**config.mk**
```make
export PLATFORM = sky130hd
export DESIGN_NAME = sy_ppl_bp_predec
export DESIGN_NICKNAME = d
export VERILOG_FILES = /design/src/rtl/sy_ppl_bp_predec.sv
export SDC_FILE = /design/constraint.sdc
export NUM_CORES = 1
export LEC_CHECK = 0
export BUFFER_PORTS_ARGS = -buffer_cell sky130_fd_sc_hd__buf_4
export CAP_MARGIN = 10
export CELL_PAD_IN_SITES_DETAIL_PLACEMENT = 1
export CELL_PAD_IN_SITES_GLOBAL_PLACEMENT = 1
export CORE_MARGIN = 3
export CORE_UTILIZATION = 39
export CTS_BUF_LIST = sky130_fd_sc_hd__clkbuf_8
export DETAILED_ROUTE_END_ITERATION = 7
export PLACE_DENSITY_LB_ADDON = 0.1
export SETUP_SLACK_MARGIN = 0.05
export SLEW_MARGIN = 30
export SYNTH_ARGS = -nofsm -noshare
export SYNTH_HDL_FRONTEND = slang
export SYNTH_SLANG_ARGS = --single-unit
export TNS_END_PERCENT = 20
```
**constraint.sdc**
```tcl
create_clock -name clk_i -period 2.5 [get_ports clk_i]
set_input_delay 0 -clock clk_i [delete_from_list [all_inputs] [get_ports clk_i]]
set_output_delay 0 -clock clk_i [all_outputs]
set_load 0.005 [all_outputs]
```
**src/rtl/sy_ppl_bp_predec.sv**
```systemverilog
// Fetch-side pre-decode: call/return/jump classify, RAS control, redirect.
// Optional RVC support: define SY_PPL_PREDEC_RVC_EN.
package sy_pkg;
  localparam int AWTH = 32;
  typedef struct packed {
    logic            vld;
    logic [AWTH-1:0] ra;
  } ras_t;
endpackage

module sy_ppl_bp_predec
  import sy_pkg::*;
#(
  parameter bit LINK_X5 = 1'b1
) (
  input  logic            clk_i,
  input  logic            rst_i,
  input  logic            flush_i,
  input  logic            fetch_vld_i,
  output logic            fetch_rdy_o,
  input  logic [AWTH-1:0] fetch_pc_i,
  input  logic [31:0]     fetch_instr_i,
  input  ras_t            ras_i,
  output logic            ras_push_o,
  output logic            ras_pop_o,
  output logic [AWTH-1:0] ras_data_o,
  output logic            dec_vld_o,
  input  logic            dec_rdy_i,
  output logic [AWTH-1:0] dec_pc_o,
  output logic [31:0]     dec_instr_o,
  output logic            dec_pred_taken_o,
  output logic [AWTH-1:0] dec_pred_npc_o,
  output logic            redir_vld_o,
  output logic [AWTH-1:0] redir_pc_o
);

  localparam logic RUN  = 1'b0;
  localparam logic DROP = 1'b1;

  logic            st;
  logic [AWTH-1:0] tgt_q;

  logic [31:0]     i;
  logic [4:0]      rd;
  logic [4:0]      rs1;
  logic            is_jal;
  logic            is_jalr;
  logic [AWTH-1:0] imm_j;
`ifdef SY_PPL_PREDEC_RVC_EN
  logic [AWTH-1:0] imm_cj;
  logic [4:0]      rs1_c;
`endif

  logic            push;
  logic            pop;
  logic            taken;
  logic [AWTH-1:0] plen;
  logic [AWTH-1:0] tgt;
  logic [AWTH-1:0] seq;
  logic [AWTH-1:0] npc;

  logic            match;
  logic            room;
  logic            accept;
  logic            proc;

  function automatic logic is_link(input logic [4:0] r);
    return (r == 5'd1) || (LINK_X5 && (r == 5'd5));
  endfunction

  assign i       = fetch_instr_i;
  assign rd      = i[11:7];
  assign rs1     = i[19:15];
  assign is_jal  = (i[6:0] == 7'h6f);
  assign is_jalr = (i[6:0] == 7'h67) && (i[14:12] == 3'b000);
  assign imm_j   = {{(AWTH-20){i[31]}}, i[19:12],
                    i[20], i[30:21], 1'b0};
`ifdef SY_PPL_PREDEC_RVC_EN
  assign imm_cj  = {{(AWTH-11){i[12]}}, i[8], i[10:9],
                    i[6], i[7], i[2], i[11], i[5:3], 1'b0};
  assign rs1_c   = i[11:7];
`endif

  // Classify the fetched word and form RAS action and predicted target.
  always_comb begin
    push  = 1'b0;
    pop   = 1'b0;
    taken = 1'b0;
    plen  = AWTH'(4);
    tgt   = fetch_pc_i + imm_j;
`ifdef SY_PPL_PREDEC_RVC_EN
    if (i[1:0] != 2'b11) begin
      plen = AWTH'(2);
      tgt  = fetch_pc_i + imm_cj;
      unique case (1'b1)
        (i[1:0] == 2'b01 && i[15:13] == 3'b001): begin
          push  = 1'b1;
          taken = 1'b1;
        end
        (i[1:0] == 2'b01 && i[15:13] == 3'b101): begin
          taken = 1'b1;
        end
        (i[1:0] == 2'b10 && i[15:12] == 4'b1001
         && rs1_c != 5'd0 && i[6:2] == 5'd0): begin
          push = 1'b1;
          if (is_link(rs1_c) && rs1_c != 5'd1 && ras_i.vld) begin
            pop   = 1'b1;
            taken = 1'b1;
            tgt   = ras_i.ra;
          end
        end
        (i[1:0] == 2'b10 && i[15:12] == 4'b1000
         && i[6:2] == 5'd0 && is_link(rs1_c) && ras_i.vld): begin
          pop   = 1'b1;
          taken = 1'b1;
          tgt   = ras_i.ra;
        end
        default: ;
      endcase
    end else
`endif
    begin
      if (is_jal) begin
        taken = 1'b1;
        push  = is_link(rd);
      end else if (is_jalr) begin
        if (is_link(rd) && is_link(rs1)) begin
          push = 1'b1;
          if (rd != rs1 && ras_i.vld) begin
            pop   = 1'b1;
            taken = 1'b1;
            tgt   = ras_i.ra;
          end
        end else if (is_link(rd)) begin
          push = 1'b1;
        end else if (rd == 5'd0 && is_link(rs1)
                     && i[31:20] == 12'd0 && ras_i.vld) begin
          pop   = 1'b1;
          taken = 1'b1;
          tgt   = ras_i.ra;
        end
      end
    end
  end

  assign seq = fetch_pc_i + plen;
  assign npc = taken ? tgt : seq;

  // A DROP-state target match must not overwrite a stalled stage register.
  assign match       = (fetch_pc_i == tgt_q);
  assign room        = !dec_vld_o || dec_rdy_i;
  assign fetch_rdy_o = (st == DROP && !match) ? 1'b1 : room;
  assign accept      = fetch_vld_i && fetch_rdy_o;
  assign proc        = accept && !flush_i
                       && (st == RUN || match);

  assign ras_push_o = proc && push;
  assign ras_pop_o  = proc && pop;
  assign ras_data_o = ras_push_o ? seq : '0;

  // Stage register, redirect pulse and RUN/DROP tracking.
  always_ff @(posedge clk_i or negedge rst_i) begin
    if (!rst_i) begin
      st               <= RUN;
      tgt_q            <= '0;
      dec_vld_o        <= 1'b0;
      dec_pc_o         <= '0;
      dec_instr_o      <= '0;
      dec_pred_taken_o <= 1'b0;
      dec_pred_npc_o   <= '0;
      redir_vld_o      <= 1'b0;
      redir_pc_o       <= '0;
    end else if (flush_i) begin
      st          <= RUN;
      dec_vld_o   <= 1'b0;
      redir_vld_o <= 1'b0;
    end else begin
      redir_vld_o <= proc && taken;
      if (proc && taken) begin
        redir_pc_o <= npc;
        tgt_q      <= npc;
      end
      if (proc) begin
        st               <= taken ? DROP : RUN;
        dec_vld_o        <= 1'b1;
        dec_pc_o         <= fetch_pc_i;
        dec_instr_o      <= fetch_instr_i;
        dec_pred_taken_o <= taken;
        dec_pred_npc_o   <= npc;
      end else if (dec_rdy_i) begin
        dec_vld_o <= 1'b0;
      end
    end
  end

endmodule

```
==> qor.yml <==
netlist_top_cells_count: "nand2_1, dfrtp_1, nor2_1"
hold_viol: 0
cts_max_level: 4
chipHeight_um: 153.9
dp_hpwl_mm: 29.76
nets: 1637
ir_drop_mv: 0.3353
dpl.cell_count: 1662
die_area_mm2: 0.02369
avgSynthCellArea_um2: 8.142
crit_fanout: 5
synth_edf_count: 0
hp-class: "primary input to flip-flop"
firstDrtPassIters: 7
synth_top_cells_by_area: "dfrtp_1, nand2_1, xor2_1"
fmax_ghz: 0.3223
critPathRequiredTime_ns: 2.50
relSlewSlack_pct: 50.59
synth_seq_area_share_pct: 38.71
tightest_slew_ns: 0.7412
cts_buffers: 17
path_clk_slew_ns: 0.09
routedWlPerCell_um: 25.11
port-buffer-count: 267
layoutNonFillerInstCount: 1792
num_rows: 53
clockBufferDepth: 2
yosysWarnings: 0
ys_types: 76
fin_skew_ns: 0.02623
drt_wl_total_mm: 45.00
cp.arrival_ns: 3.10
period_needed_ns: 3.102
ys_seq_elements: 132
power_density_mw_per_mm2: 497.4
synthFlopType: "dfrtp_1"
violations: "setup timing"
io_pins: 268
cts_num_sinks: 132
report.final.slew_viol_count: 0
clk_latency_ns: 0.47
grt_usage_pct: 34.70
die_w_um: 153.9
status: "finished, violations left"
netlist_instances: 1048
route.detailed.drc: 0
max-cap-violations: 0
final.setup.worst_slack_ns: -0.6024
hold_slack_ns: 0.01450
synth.top_cell.area_share_pct: 38.71
async_reset_ff_share_pct: 100.0
syn_to_final_growth_pct: 59.46
ant_nets: 0
cts_tree: "done"
min_period_over_period_pct: 124.1
synth_top_area_cell: "dfrtp_1"
via_per_inst: 5.964
path_class: "flip-flop to primary output"
startpoint_type: "flip-flop"
root_buffer: "clkbuf_8"
dpl_worst_slack_ns: -0.4040
finalSetupTns_ns: -33.58
core_mm2: 0.02129
syn_nets: 1182
p_leak_nw: 6.685
yosysMostFrequentCell: "nand2_1"
synth_area_mm2: 0.008533
first_global_vias: 10896
setup_violations: 145
start_util_pct: 40.09
grt_pass1_wl_mm: 64.23
grt_start_max_net_pins: 74
crit_path_end_kind: "primary output"
vias: 10688
place_congestion: 0.9218
drive_above_1_share_pct: 34.10
antenna_found_initial: 1
globalRouteOverflowTotal: 0
drt-initial-drc-count: 1160
grt_setup_unrepaired: "yes"
## sequential cells by signal, summed over array words and instances, names as in the netlist
register and cells:
dec_instr_o 32, dec_pc_o 32, dec_pred_npc_o 32, dec_pred_taken_o 1, dec_vld_o 1, redir_pc_o 32
redir_vld_o 1, st 1
## critical path: stages, from the launching register on
cell and delay, ns:
dfrtp_1 0.42, xor2_2 0.17, nor4_2 0.34, buf_4 0.17, nand4_1 0.11, o21ai_2 0.23
nand4b_4 0.20, or3_4 0.55, clkbuf_16 0.22, nor2_4 0.09, buf_4 0.12
## final cells by class
class	count	area (µm²)
repair buffers	495	4280
well taps	275	344.1
clock inverters	14	127.6
inverters	19	81.33
clock buffers	18	247.7
diodes	1	2.502
fillers	2525	7680
flip-flops and latches	132	3303
multi-input cells	838	5220
## final timing paths
kind	slack, ns	cells past startpoint	end	startpoint
setup / recovery	-0.60	10	ras_data_o[2]	redir_pc_o[22]$_DFFE_PN0P_
hold / removal	0.01	5	dec_pred_npc_o[8]$_DFFE_PN0P_	ras_i[8]
setup reg to reg	-0.35	12	redir_pc_o[30]$_DFFE_PN0P_	redir_pc_o[22]$_DFFE_PN0P_
hold reg to reg	0.48	2	dec_pc_o[7]$_DFFE_PN0P_	dec_pc_o[7]$_DFFE_PN0P_
max in group asynchronous	1.52	3	dec_pred_npc_o[18]$_DFFE_PN0P_	rst_i
min in group asynchronous	0.13	2	dec_pc_o[25]$_DFFE_PN0P_	rst_i
## power breakdown
group	total (mW)	switching (mW)	internal, mW
Clock	1.85	1.03	0.821
Combinational	2.30	1.20	1.11
Sequential	2.61	0.204	2.41
## routing by layer
layer  share of wire, %  global-route usage [%]  vias to the layer above
li1                   -                       -                     4536
met3                9.1                   8.753                      177
met4                4.6                   14.97                        0
met2                 46                   55.46                      683
met1                 40                   44.75                     5292
met5                  0                       0                        -
## placed cells by master, fill, tap and decap left out, types with 8 or more instances in the layout
cell           synthesis  final
buf_4                  1    354
nand2_1              269    269
dfrtp_1              132    132
dlygate4sd3_1          0     88
nor2_1                95     65
xor2_1                56     55
o21ai_0               56     53
a21oi_1               53     52
buf_6                  5     37
ha_1                  31     31
nand3_1               29     29
nor2_4                 0     28
xnor2_1               26     26
clkbuf_8               0     18
inv_1                 18     17
nand4_1               15     15
nor3_1                16     15
buf_12                 0     13
a21o_1                12     12
nor4_1                14     11
a211oi_1              14     10
a31oi_1               10      9
nand2b_1               9      8
o211ai_1               8      8
o22ai_1                8      8
a22o_1                 8      8
## stage by stage
step	area [µm²]	utilization [%]	power, mW
after floorplan	8533	-	3.433
after global placement	11720	55.03	4.605
after detailed placement	11720	55.03	4.669
after CTS	13120	61.62	6.615
after global routing	13610	63.92	7.047
final	13610	63.92	6.768
## kinds of logic after synthesis
kind of cell             count (synthesis)  share of synthesized area [%]
AND/OR/NAND/NOR                        496                          26.00
AO/OA/AOI/OAI                          218                          16.66
flip-flops                             132                          38.71
XOR/XNOR                                82                          8.416
buffers and inverters                   79                          4.311
adder cells (fa/ha/maj)                 32                          4.780
multiplexers                             9                          1.129
## timing repair
| item | CTS | global route |
|---|---|---|
| endpoints found under the setup margin | 166 | 166 |
| gates cloned | 0 | 3 |
| gates resized for setup | 34 | 104 |
| pin swaps | 4 | 35 |
| setup buffers | 3 | 3 |
| hold buffers | 88 | 0 |
| hold endpoints to repair | 168 | 0 |
Power figures use the tool's default switching activity.
